$ cat config.mk
export PLATFORM = sky130hd
export DESIGN_NAME = counter_ctrl
export DESIGN_NICKNAME = d
export VERILOG_FILES = /design/src/rtl/counter_ctrl.sv
export SDC_FILE = /design/constraint.sdc
export NUM_CORES = 1
export LEC_CHECK = 0
export ABC_AREA = 1
export CAP_MARGIN = 20
export CELL_PAD_IN_SITES_DETAIL_PLACEMENT = 2
export CELL_PAD_IN_SITES_GLOBAL_PLACEMENT = 2
export CORE_MARGIN = 8
export CORE_UTILIZATION = 31
export CTS_BUF_LIST = sky130_fd_sc_hd__clkbuf_4 sky130_fd_sc_hd__clkbuf_8
export CTS_CLUSTER_SIZE = 30
export DETAILED_ROUTE_END_ITERATION = 6
export PLACE_DENSITY_LB_ADDON = 0.1
export SLEW_MARGIN = 15
export SYNTH_ARGS = -nofsm -noshare
export SYNTH_HDL_FRONTEND = slang
export SYNTH_SLANG_ARGS = --single-unit
$ cat constraint.sdc
create_clock -name clk -period 2.4 [get_ports clk]
set_clock_uncertainty 0.1 [all_clocks]
set_input_delay 0.48 -clock clk [delete_from_list [all_inputs] [get_ports clk]]
set_output_delay 0.48 -clock clk [all_outputs]
set_load 0.05 [all_outputs]
$ cat src/rtl/counter_ctrl.sv
// Run/pause/step/limit sequencer: turns button pulses into registered cnt_en/cnt_clr strobes for the counter datapath.
// Latency: one clk from decision to strobe; strobes last exactly one clk. No backpressure; buttons are single-cycle pulses.
module counter_ctrl #(
  parameter int PRESCALE = 50_000_000
) (
  input  logic        clk,
  input  logic        reset,
  input  logic        btn_start_stop,
  input  logic        btn_step,
  input  logic        btn_clear,
  input  logic [15:0] cfg_limit,
  input  logic        cfg_wrap,
  input  logic [15:0] cnt_value,
  output logic        cnt_en,
  output logic        cnt_clr,
  output logic        running,
  output logic        done
);

  localparam int PW = $clog2(PRESCALE + 1);
  localparam logic [PW-1:0] PS_MAX = PW'(PRESCALE - 1);

  typedef enum logic [1:0] {
    IDLE   = 2'd0,
    RUN    = 2'd1,
    PAUSED = 2'd2,
    DONE   = 2'd3
  } state_t;

  state_t        state, state_d;
  logic [PW-1:0] presc, presc_d;
  logic [15:0]   limit_q;
  logic          wrap_q;
  logic          rst_pend;
  logic          en_d, clr_d;
  logic          hit;

  assign hit = (cnt_value == limit_q);

  always_comb begin
    state_d = state;
    presc_d = presc;
    en_d    = 1'b0;
    clr_d   = rst_pend;
    if (btn_clear) begin
      state_d = IDLE;
      presc_d = '0;
      clr_d   = 1'b1;
    end else begin
      unique case (state)
        IDLE, PAUSED: begin
          if (btn_start_stop) begin
            state_d = RUN;
            presc_d = '0;
          end else if (btn_step) begin
            if (!hit)        en_d    = 1'b1;
            else if (wrap_q) clr_d   = 1'b1;
            else             state_d = DONE;
          end
        end
        RUN: begin
          // A pause in the same clk as a tick swallows the tick.
          if (btn_start_stop) begin
            state_d = PAUSED;
            presc_d = '0;
          end else if (presc == PS_MAX) begin
            presc_d = '0;
            if (!hit)        en_d    = 1'b1;
            else if (wrap_q) clr_d   = 1'b1;
            else             state_d = DONE;
          end else begin
            presc_d = presc + PW'(1);
          end
        end
        DONE: ;
        default: state_d = IDLE;
      endcase
    end
  end

  always_ff @(posedge clk) begin
    if (reset) begin
      state    <= IDLE;
      presc    <= '0;
      limit_q  <= '0;
      wrap_q   <= 1'b0;
      rst_pend <= 1'b1;
      cnt_en   <= 1'b0;
      cnt_clr  <= 1'b0;
      running  <= 1'b0;
      done     <= 1'b0;
    end else begin
      state    <= state_d;
      presc    <= presc_d;
      rst_pend <= 1'b0;
      cnt_en   <= en_d;
      cnt_clr  <= clr_d;
      running  <= (state_d == RUN);
      done     <= (state_d == DONE);
      if (state == IDLE) begin
        limit_q <= cfg_limit;
        wrap_q  <= cfg_wrap;
      end
    end
  end

endmodule
==> results of run 1 <==
## tightest hold or removal path, stage by stage, from the launching register on
cell     delay [ns]
dfxtp_1        0.33
nand2_1        0.06
a21oi_1        0.05
## sequential cells by signal, indices dropped and copies added, names as in the netlist
| signal | count |
|---|---|
| cnt_en | 1 |
| wrap_q | 1 |
| cnt_clr | 1 |
| limit_q | 16 |
| presc | 26 |
| rst_pend | 1 |
| done | 1 |
| running | 1 |
| state | 2 |
## area by class of cell
cell class / count / area, sq um
fill: 991 / 4920
timing repair buffer: 47 / 468
clock buffer: 6 / 76.3
sequential: 50 / 1000
clock inverter: 2 / 37.5
multi-input combinational: 277 / 1440
inverter: 47 / 181
tap: 105 / 131
## metrics by stage
| stage | hold slack (ns) | std cells | utilization [%] |
|---|---|---|---|
| 6_report | 0.386 | 534 | 40.4 |
| 3_5_place_dp | 0.374 | 526 | 39.0 |
| 2_1_floorplan | 0.353 | 381 | - |
| 5_1_grt | 0.414 | 534 | 40.4 |
| 3_3_place_gp | 0.361 | 526 | 39.0 |
| 4_1_cts | 0.390 | 534 | 40.4 |
## path summary, 6_finish.rpt
check / startpoint / endpoint / slack (ns) / cells after the start
setup reg to reg: presc[0]$_SDFFE_PP0P_ / presc[3]$_SDFFE_PP0P_ / 0.55 / 11
hold reg to reg: limit_q[1]$_SDFFE_PP0N_ / limit_q[1]$_SDFFE_PP0N_ / 0.39 / 2
setup / recovery: cnt_clr$_SDFF_PP0_ / cnt_clr / 0.34 / 1
hold / removal: limit_q[1]$_SDFFE_PP0N_ / limit_q[1]$_SDFFE_PP0N_ / 0.39 / 2
## cell families (layout without fill, tap and decap cells)
group / count (synthesis) / after routing
xor gates and xnor gates: 16 / 16
AOI/OAI and AO/OA: 37 / 37
adders and majority gates: 1 / 1
and+or+nand+nor: 223 / 223
DFF: 50 / 50
buffers and inverters: 54 / 102
## power by group through the flow
stage / Combinational (mW) / Clock [mW] / Sequential [mW]
2_1_floorplan: 0.117 / 0 / 0.895
3_3_place_gp: 0.230 / 0 / 0.890
3_5_place_dp: 0.238 / 0 / 0.891
4_1_cts: 0.240 / 0.656 / 0.872
5_1_grt: 0.263 / 0.678 / 0.875
6_report: 0.234 / 0.626 / 0.871
## layout by cell type (no fill, tap or decap), drive strengths merged
cell	synthesis	routed
o22ai	1	1
clkbuf	5	6
bufinv	0	1
inv	47	47
xnor2	3	3
o21ai	5	5
nor3	7	7
o31ai	2	2
nand2	99	99
nor3b	5	5
nand4	8	8
clkinvlp	0	1
nor4	1	1
a211oi	9	9
ha	1	1
or2	2	2
a21oi	19	19
dfxtp	50	50
nor2	81	81
nand3	18	18
o211a	1	1
and3	2	2
clkdlybuf4s50	0	41
buf	2	6
xor2	13	13
## layer usage
layer	wire (um)	share of wire, %	vias to the layer above	GRT usage, %
li1	-	-	1292	-
met1	3460	44	1242	16.8
met2	3990	51	37	24.8
met3	268	3.4	7	3.21
met4	72	0.93	0	3.52
met5	0	0	-	0
==> results by group, run 1 <==
STA
  • Final setup fails: 0
  • Slew Limit Fails: 0
  • Slew @ Worst Pin: 0.516 ns
  • Slew margin rel.: about 65%
  • Final hold violation count: 0
  • Final Worst Setup Slack: 0.341 ns
  • Final TNS setup: 0 ns
  • Post-layout min period: 2.06 ns
  • Fin crit share: 85.8%
  • Fmax: 0.486 GHz
  • RSZ-0062 raised after global routing: no

Floorplan
  • Die Width: 109 um
  • Row cnt: 33
  • Die height: 109 um
  • Core area: 8260 sq um
  • # IOs: 42
  • Die Area: 11800 sq um
  • Initial Utilization: 32.1%

Place
  • Routability cong.: 0.779
  • Placed wire-length estimate: 6.22 mm
  • Buffers on Ports: 41
  • Dpl cell area: 3220 sq um
  • Pre-CTS WS: 0.171 ns

Logic synthesis
  • Top cell type by total area after synthesis: dfxtp_1
  • Synth Area in XOR/XNOR: 5.28%
  • Adder-Cell Fraction of Synth Area: 0.471%
  • Sequential-to-total area share from yosys stat: 37.7%
  • Post-Syn Nets: 420
  • Synth Instances: 381
  • Synth cell types: 37
  • Netlist Area Pre-Place: 2650 sq um
  • Post-synth top area share: 37.7%
  • Largest family of logic cells by synthesized area: simple AND/OR/NAND/NOR gates
  • Complex-gate fraction of the synthesized area: 8.53%
  • Cell with the most instances after synthesis: nand2_1
  • EDFF count, synth: 0
  • Most used DFF post-synth: dfxtp_1
  • Syn avg cell area: 6.97 sq um
  • Synth Warn #: 0
  • Most frequent cells after synthesis: nand2_1 (91), nor2_1 (74), dfxtp_1 (50)
  • Simple-Gate Fraction of Synth Area: 39.9%
  • Largest cells by area after synthesis: dfxtp_1 (38%), nand2_1 (13%), nor2_1 (10%), inv_1 (6.4%), xor2_1 (4.3%)
  • Mux contribution to synthesized area: 0%
  • Asr flop ratio synth: 0%
  • Yosys reg bits: 50

Clocking
  • Postcts setup bufs: 0
  • H-tree Lvls: 2
  • Post_cts resized: 0
  • Num CTS Buffers: 5
  • Clk sinks: 50
  • CTS hold repair buffers: 0
  • TritonCTS clock tree: built
  • CTS Buffer Depth: 2
  • CTS clk-pin slew, worst paths: ~0.1 ns
  • Clock root buffer: clkbuf_8
  • Worst-skew pair later-pin latency: slightly above 0.3 ns

GRT
  • Vias in the first global route: 2786
  • Initial antenna violation count: 0
  • Total GRT Usage: 14.1%
  • Largest net degree at the start of global routing: 26
  • Congestion Overflow GR: 0
  • First-pass GRT wire length: 13.3 mm

Pwr
  • VDD IR max: approximately 0.21 mV
  • Sw Ratio: 25.5%
  • Comb power frac: 13.5%
  • P per Cell Area: 519 nW/um^2
  • Design Power: 1.73 mW
  • LEAKAGE: 1.35 nW
  • Psw: 0.442 mW
  • Internal power: approximately 1.3 mW
  • Sequential power share: 50.3%
  • Clock share of power: between 30% and 40%

Critical path
  • Crit. End Element: output port
  • CP Cell Sequence: clkdlybuf4s50_1
  • CP Data Required Time: 1.82 ns
  • CP delay by family, top: buffers and inverters
  • CP max stage delay: approximately 0.81 ns
  • Startpoint types: flop
  • Crit-path slowest cell: clkdlybuf4s50_1
  • CP Class: flop to output port
  • Critical path fanouts, max: 1
  • Worst endpoint data arrival time: ~1.5 ns
  • Crit path buffers/inverters: 1

Detailed routing
  • Drt initial violations: 48
  • DRC: 0
  • Pre-Repair DR Iteration Count: 4
  • Avg Vias per Cell: slightly below 5
  • Final ANT Viol Nets: 0
  • Detailed-route wire length per cell: 14.6 um
  • Drt total wl: 7.78 mm
  • Vias: 2578

Layout
  • Area delta synth->final: 25.6%
  • Share of cells above drive strength 1: 9.56%
  • Design area: 3330 sq um
  • Nets@finish: approximately 470
  • N_diodes: 0

Worst hold path
  • Worst min path class: flop to flop

Run
  • Max-cap check violation count: 0

Run status
  • Status: finished clean
(Power assumes the default switching activity.)
==> inputs of run 2 (changes only) <==
==> constraint.sdc (replaced) <==
create_clock -name clk -period 2 [get_ports clk]
set_clock_uncertainty 0.1 [all_clocks]
set_input_delay 0.4 -clock clk [delete_from_list [all_inputs] [get_ports clk]]
set_output_delay 0.4 -clock clk [all_outputs]
set_load 0.05 [all_outputs]
==> run 2 against run 1 <==
Flip-flop and latch count stayed put. Final cell count grew 2.6%. Worst setup slack lost 0.26 ns. Clock power increased by 21%. Count of clock-buffer cells in the layout up 1. Non-clock buffer count increased by 14. Critical path type unchanged. Worst hold slack better by 0.00065 ns. Wire length increased by 1.6%. Sequential share of layout area down 0.93 points. Register-to-register slack got worse by 0.39 ns. Largest power group unchanged.
==> results by group, run 2 (synthesis gave the netlist of run 1 again) <==
GRT
  • Largest net degree at the start of global routing: 26
  • Congestion Overflow GR: 0
  • Total GRT Usage: about 15%
  • Vias in the first global route: 2889
  • Met1 Use GR: 16.7%
  • M2 GR Usage: roughly a quarter
  • Initial antenna violation count: 0
  • First-pass GRT wire length: 13.7 mm
  • Met3 Track Usage GR: 3.33%
  • Most used routing layer in global routing: met2

Place
  • Cell total after placement: between 500 and 600
  • Placed wire-length estimate: 6.36 mm
  • Pre-CTS WS: -0.130 ns
  • Dpl cell area: 3320 sq um
  • Buffers on Ports: 41
  • Routability cong.: 0.761

Layout
  • Fillers: 992
  • Design area: 3440 sq um
  • Most frequent cells in the layout: nand2_1 (91), nor2_1 (73), dfxtp_1 (49)
  • Post-route non-filler standard cell count: 548
  • Max reg flops: 26
  • Area delta synth->final: 29.8%
  • Share of cells above drive strength 1: a little over an eighth
  • N_diodes: 0
  • Nets@finish: 481
  • Most common cell after layout, fill and taps aside: nand2_1
  • Most flops, register: presc
  • Top flop regs: presc: 26 flops, limit_q: 16 flops, state: 2 flops

STA
  • Final setup fails: 0
  • Post-layout min period: 1.92 ns
  • Final hold violation count: 0
  • Slew @ Worst Pin: 0.495 ns
  • Slew margin rel.: 66.9%
  • Fmax: 0.521 GHz
  • RSZ-0062 raised after global routing: no
  • Final Worst Setup Slack: 0.0824 ns
  • Fin crit share: between 90% and 100%
  • Worst hold slack: ~0.39 ns
  • Slew Limit Fails: 0

Floorplan
  • Die Area: 11800 sq um
  • # IOs: 42
  • Core area: 8260 sq um
  • Initial Utilization: between 30% and 40%
  • Row cnt: 33
  • Die Width: 109 um
  • Die height: approximately 110 um

Run status
  • Status: finished clean

Detailed routing
  • Detailed-route wire length per cell: 14.4 um
  • Final ANT Viol Nets: 0
  • DRC: 0
  • Vias: about 2600
  • Drt total wl: 7.91 mm
  • Pre-Repair DR Iteration Count: 4
  • Avg Vias per Cell: roughly 4.7
  • Drt initial violations: 24

Clocking
  • Postcts setup bufs: 0
  • Clock root buffer: clkbuf_8
  • Worst-skew pair later-pin latency: 0.31 ns
  • TritonCTS clock tree: built
  • CTS hold repair buffers: 0
  • Num CTS Buffers: 5
  • CTS clk-pin slew, worst paths: 0.09 ns
  • CTS Buffer Depth: 2
  • Clk sinks: 50
  • Post_cts resized: 0
  • H-tree Lvls: 2

Critical path
  • Crit. path cell count: 1
  • CP Cell Sequence: clkdlybuf4s50_1
  • Startpoint types: flop
  • Critical path fanouts, max: 1
  • Worst endpoint data arrival time: between 1 and 1.5 ns
  • CP Class: flop to output port
  • Crit. End Element: output port
  • CP max stage delay: 0.79 ns
  • Cells on worst reg2reg path: 11
  • Crit-path slowest cell: clkdlybuf4s50_1
  • CP delay by family, top: buffers and inverters
  • Crit path buffers/inverters: 1
  • CP Data Required Time: 1.50 ns

Pwr
  • Clock share of power: 36.1%
  • Sequential power share: between 40% and 50%
  • Comb power frac: 13.9%
  • Sw Ratio: between 20% and 30%
  • LEAKAGE: 1.42 nW
  • Internal power: 1.57 mW
  • VDD IR max: approximately 0.3 mV
  • Psw: about 0.52 mW
  • P per Cell Area: 608 nW/um^2

Worst hold path
  • Worst min path class: flop to flop
  • Hold Path Depth: 2

Run
  • Max-cap check violation count: 0
[run 2: final cells by class]
| cell class | instances | area, sq um | area share [%] |
|---|---|---|---|
| Multi-Input combinational cell | 277 | 1450 | 42.0 |
| Timing Repair Buffer | 61 | 568 | 16.5 |
| Inverter | 47 | 181 | 5.27 |
| Clock buffer | 7 | 83.8 | 2.43 |
| Sequential cell | 50 | 1000 | 29.1 |
| Clock inverter | 1 | 30.0 | 0.872 |
| Tap cell | 105 | 131 | 3.81 |
[run 2: power by group through the flow]
stage	combinational, mW	clock, mW	sequential [mW]
after floorplan	0.140	0	1.07
after global placement	0.288	0	1.07
after detailed placement	0.298	0	1.07
after CTS	0.300	0.790	1.05
after global routing	0.328	0.835	1.05
final	0.292	0.756	1.05
[run 2: per-layer routing]
layer  up-vias  part of all wire, %
li1       1320                    -
met1      1231                   45
met2        35                   52
met3         6                  2.8
met4         0                 0.83
met5         -                    0
[run 2: worst paths after layout]
check                          start                       to  slack, ns
max reg2reg    presc[1]$_SDFFE_PP0P_    presc[3]$_SDFFE_PP0P_       0.16
min reg2reg  limit_q[8]$_SDFFE_PP0N_  limit_q[8]$_SDFFE_PP0N_       0.39
min          limit_q[8]$_SDFFE_PP0N_  limit_q[8]$_SDFFE_PP0N_       0.39
max                cnt_en$_SDFF_PP0_                   cnt_en       0.08
[run 2: worst register-to-register path, delay by kind of cell (launching register included)]
kind                     cells  cell delay, ns
AO/OA/AOI/OAI                1            0.07
adder cells (fa/ha/maj)      1            0.20
buffers and inverters        2            0.30
AND/OR/NAND/NOR              7            0.70
flip-flops                   1            0.37
[run 2: metrics by stage]
step	utilization (%)	power (mW)	TNS (ns)
6_report	41.7	2.09	0
3_3_place_gp	40.2	1.36	-0.191
3_5_place_dp	40.2	1.37	-0.636
4_1_cts	41.6	2.14	0
2_1_floorplan	-	1.21	0
5_1_grt	41.7	2.21	0
==> inputs of run 3 (changes only) <==
--- a/config.mk
+++ b/config.mk
@@ -15,6 +15,7 @@
 export CTS_CLUSTER_SIZE = 30
 export DETAILED_ROUTE_END_ITERATION = 6
 export PLACE_DENSITY_LB_ADDON = 0.1
+export SKIP_LAST_GASP = 1
 export SLEW_MARGIN = 15
 export SYNTH_ARGS = -nofsm -noshare
 export SYNTH_HDL_FRONTEND = slang
==> run 3 against run 2 <==
Die area unchanged. Global-route usage unchanged. Final area about the same. Combinational power hardly changed. Total power about the same. Clock power is essentially flat. Final cell count unchanged. Wire length did not move. Utilization barely moved. Largest cell class unchanged. Highest routed layer unchanged.
==> results by group, run 3 (synthesis gave the netlist of run 1 again) <==
Layout
  • Nets@finish: 481
  • Register Area: approximately 1000 sq um
  • N_diodes: 0
  • Most frequent cells in the layout: nand2_1 (91), nor2_1 (73), dfxtp_1 (49)
  • Final Util: 41.7%
  • Most common cell after layout, fill and taps aside: nand2_1
  • Fillers: 993
  • Post-route non-filler standard cell count: 548
  • Most flops, register: presc
  • Share of cells above drive strength 1: a little over an eighth
  • Top flop regs: presc: 26 flops, limit_q: 16 flops, state: 2 flops
  • Area of the multi-input gates: 1450 sq um
  • Max reg flops: 26
  • Area delta synth->final: 29.7%

Place
  • Cell total after placement: 540
  • Placed wire-length estimate: ~6.4 mm
  • Pre-CTS WS: -0.130 ns
  • Buffers on Ports: around 40
  • Routability cong.: 0.761

Critical path
  • Reg2reg setup slack: 0.15 ns
  • CP Launch Point: cnt_en$_SDFF_PP0_
  • Worst reg2reg path endpoint: presc[3]$_SDFFE_PP0P_
  • Startpoint types: flop
  • CP delay by family, top: buffers and inverters
  • CP Data Required Time: around 1.5 ns
  • Crit-path slowest cell: clkdlybuf4s50_1
  • Crit path buffers/inverters: 1
  • CP Cell Sequence: clkdlybuf4s50_1
  • Worst endpoint data arrival time: roughly 1.4 ns
  • FF-to-FF Start: presc[1]$_SDFFE_PP0P_
  • Cells on worst reg2reg path: 11
  • Critical path fanouts, max: 1
  • Crit. End Element: output port
  • CP max stage delay: 0.79 ns
  • CP Class: flop to output port

STA
  • RSZ-0062 raised after global routing: yes
  • Slew Limit Fails: 0
  • Fmax: between 0.5 and 0.6 GHz
  • Final Worst Setup Slack: 0.0824 ns
  • Final hold violation count: 0
  • Fin crit share: 95.9%
  • Slew margin rel.: 66.9%
  • Post-layout min period: roughly 1.9 ns
  • Slew @ Worst Pin: 0.495 ns
  • Final setup fails: 0
  • Worst hold slack: about 0.39 ns

Pwr
  • VDD IR max: 0.301 mV
  • LEAKAGE: 1.43 nW
  • Design Power: around 2.1 mW
  • P per Cell Area: between 600 and 700 nW/um^2

Floorplan
  • Row cnt: 33
  • Initial Utilization: between 30% and 40%
  • Core area: 8260 sq um
  • # IOs: 42
  • Die height: between 100 and 150 um
  • Die Width: 109 um
  • Die Area: 11800 sq um

Run status
  • Status: finished clean

Detailed routing
  • Vias: 2592
  • Pre-Repair DR Iteration Count: 4
  • DRC: 0
  • Detailed-route wire length per cell: about 14 um
  • Final ANT Viol Nets: 0
  • Drt initial violations: 24
  • Drt total wl: 7.91 mm
  • Avg Vias per Cell: 4.73

GRT
  • Vias in the first global route: 2889
  • Total GRT Usage: 14.6%
  • First-pass GRT wire length: approximately 14 mm
  • Largest net degree at the start of global routing: 26
  • Initial antenna violation count: 0
  • Congestion Overflow GR: 0

Clocking
  • CTS Buffer Depth: 2
  • Post_cts resized: 0
  • Worst-skew pair later-pin latency: 0.31 ns
  • Num CTS Buffers: 5
  • TritonCTS clock tree: built
  • Postcts setup bufs: 0
  • CTS hold repair buffers: 0
  • H-tree Lvls: 2
  • Clk sinks: 50
  • Clock root buffer: clkbuf_8
  • CTS clk-pin slew, worst paths: 0.09 ns

Worst hold path
  • WHS Endpoint: limit_q[8]$_SDFFE_PP0N_
  • Hold_sp: limit_q[8]$_SDFFE_PP0N_
  • Hold Path Depth: 2
  • Worst min path class: flop to flop

Run
  • Max-cap check violation count: 0
## run 3: cell types whose count changed in the layout (fill, tap and decap cells not counted)
| cell | change |
|---|---|
| ha_1 | +1 |
| ha_2 | -1 |
## run 3: worst max path at each step
stage / endpoint / slack (ns) / cells past startpoint
final: cnt_en / 0.08 / 1
after floorplan: presc[3]$_SDFFE_PP0P_ / 0.40 / 11
after global placement: done$_SDFF_PP0_ / -0.07 / 12
after detailed placement: done$_SDFF_PP0_ / -0.13 / 11
after CTS: presc[18]$_SDFFE_PP0P_ / 0.03 / 11
after global routing: presc[11]$_SDFFE_PP0P_ / -0.00009 / 11
## run 3: per-layer routing
layer / track usage [%] / vias up / wire length [um]
met4: 3.52 / 0 / 66
met5: 0 / - / 0
met3: 3.33 / 6 / 225
li1: - / 1320 / -
met1: 16.7 / 1231 / 3520
met2: 26.6 / 35 / 4090
## run 3: where the power goes
part | internal [mW] | total (mW) | switching (mW) | leakage, nW
Clock | 0.402 | 0.756 | 0.354 | 0.0593
Sequential | 1.03 | 1.05 | 0.0187 | 0.409
Combinational | 0.143 | 0.292 | 0.148 | 0.957
Total | 1.57 | 2.09 | 0.521 | 1.43
## run 3: layout make-up
| class | instances | share of cell area, % |
|---|---|---|
| multi-input cells | 277 | 42.0 |
| flip-flops and latches | 50 | 29.1 |
| repair buffers | 61 | 16.5 |
| inverters | 47 | 5.27 |
| well taps | 105 | 3.82 |
| clock buffers | 7 | 2.44 |
| clock inverters | 1 | 0.872 |
## run 3: metrics by stage
| step | instance area (sq um) | setup TNS, ns |
|---|---|---|
| final | 3440 | 0 |
| after detailed placement | 3320 | -0.636 |
| after global placement | 3320 | -0.191 |
| after global routing | 3440 | -0.0000937 |
| after floorplan | 2650 | 0 |
| after CTS | 3430 | 0 |
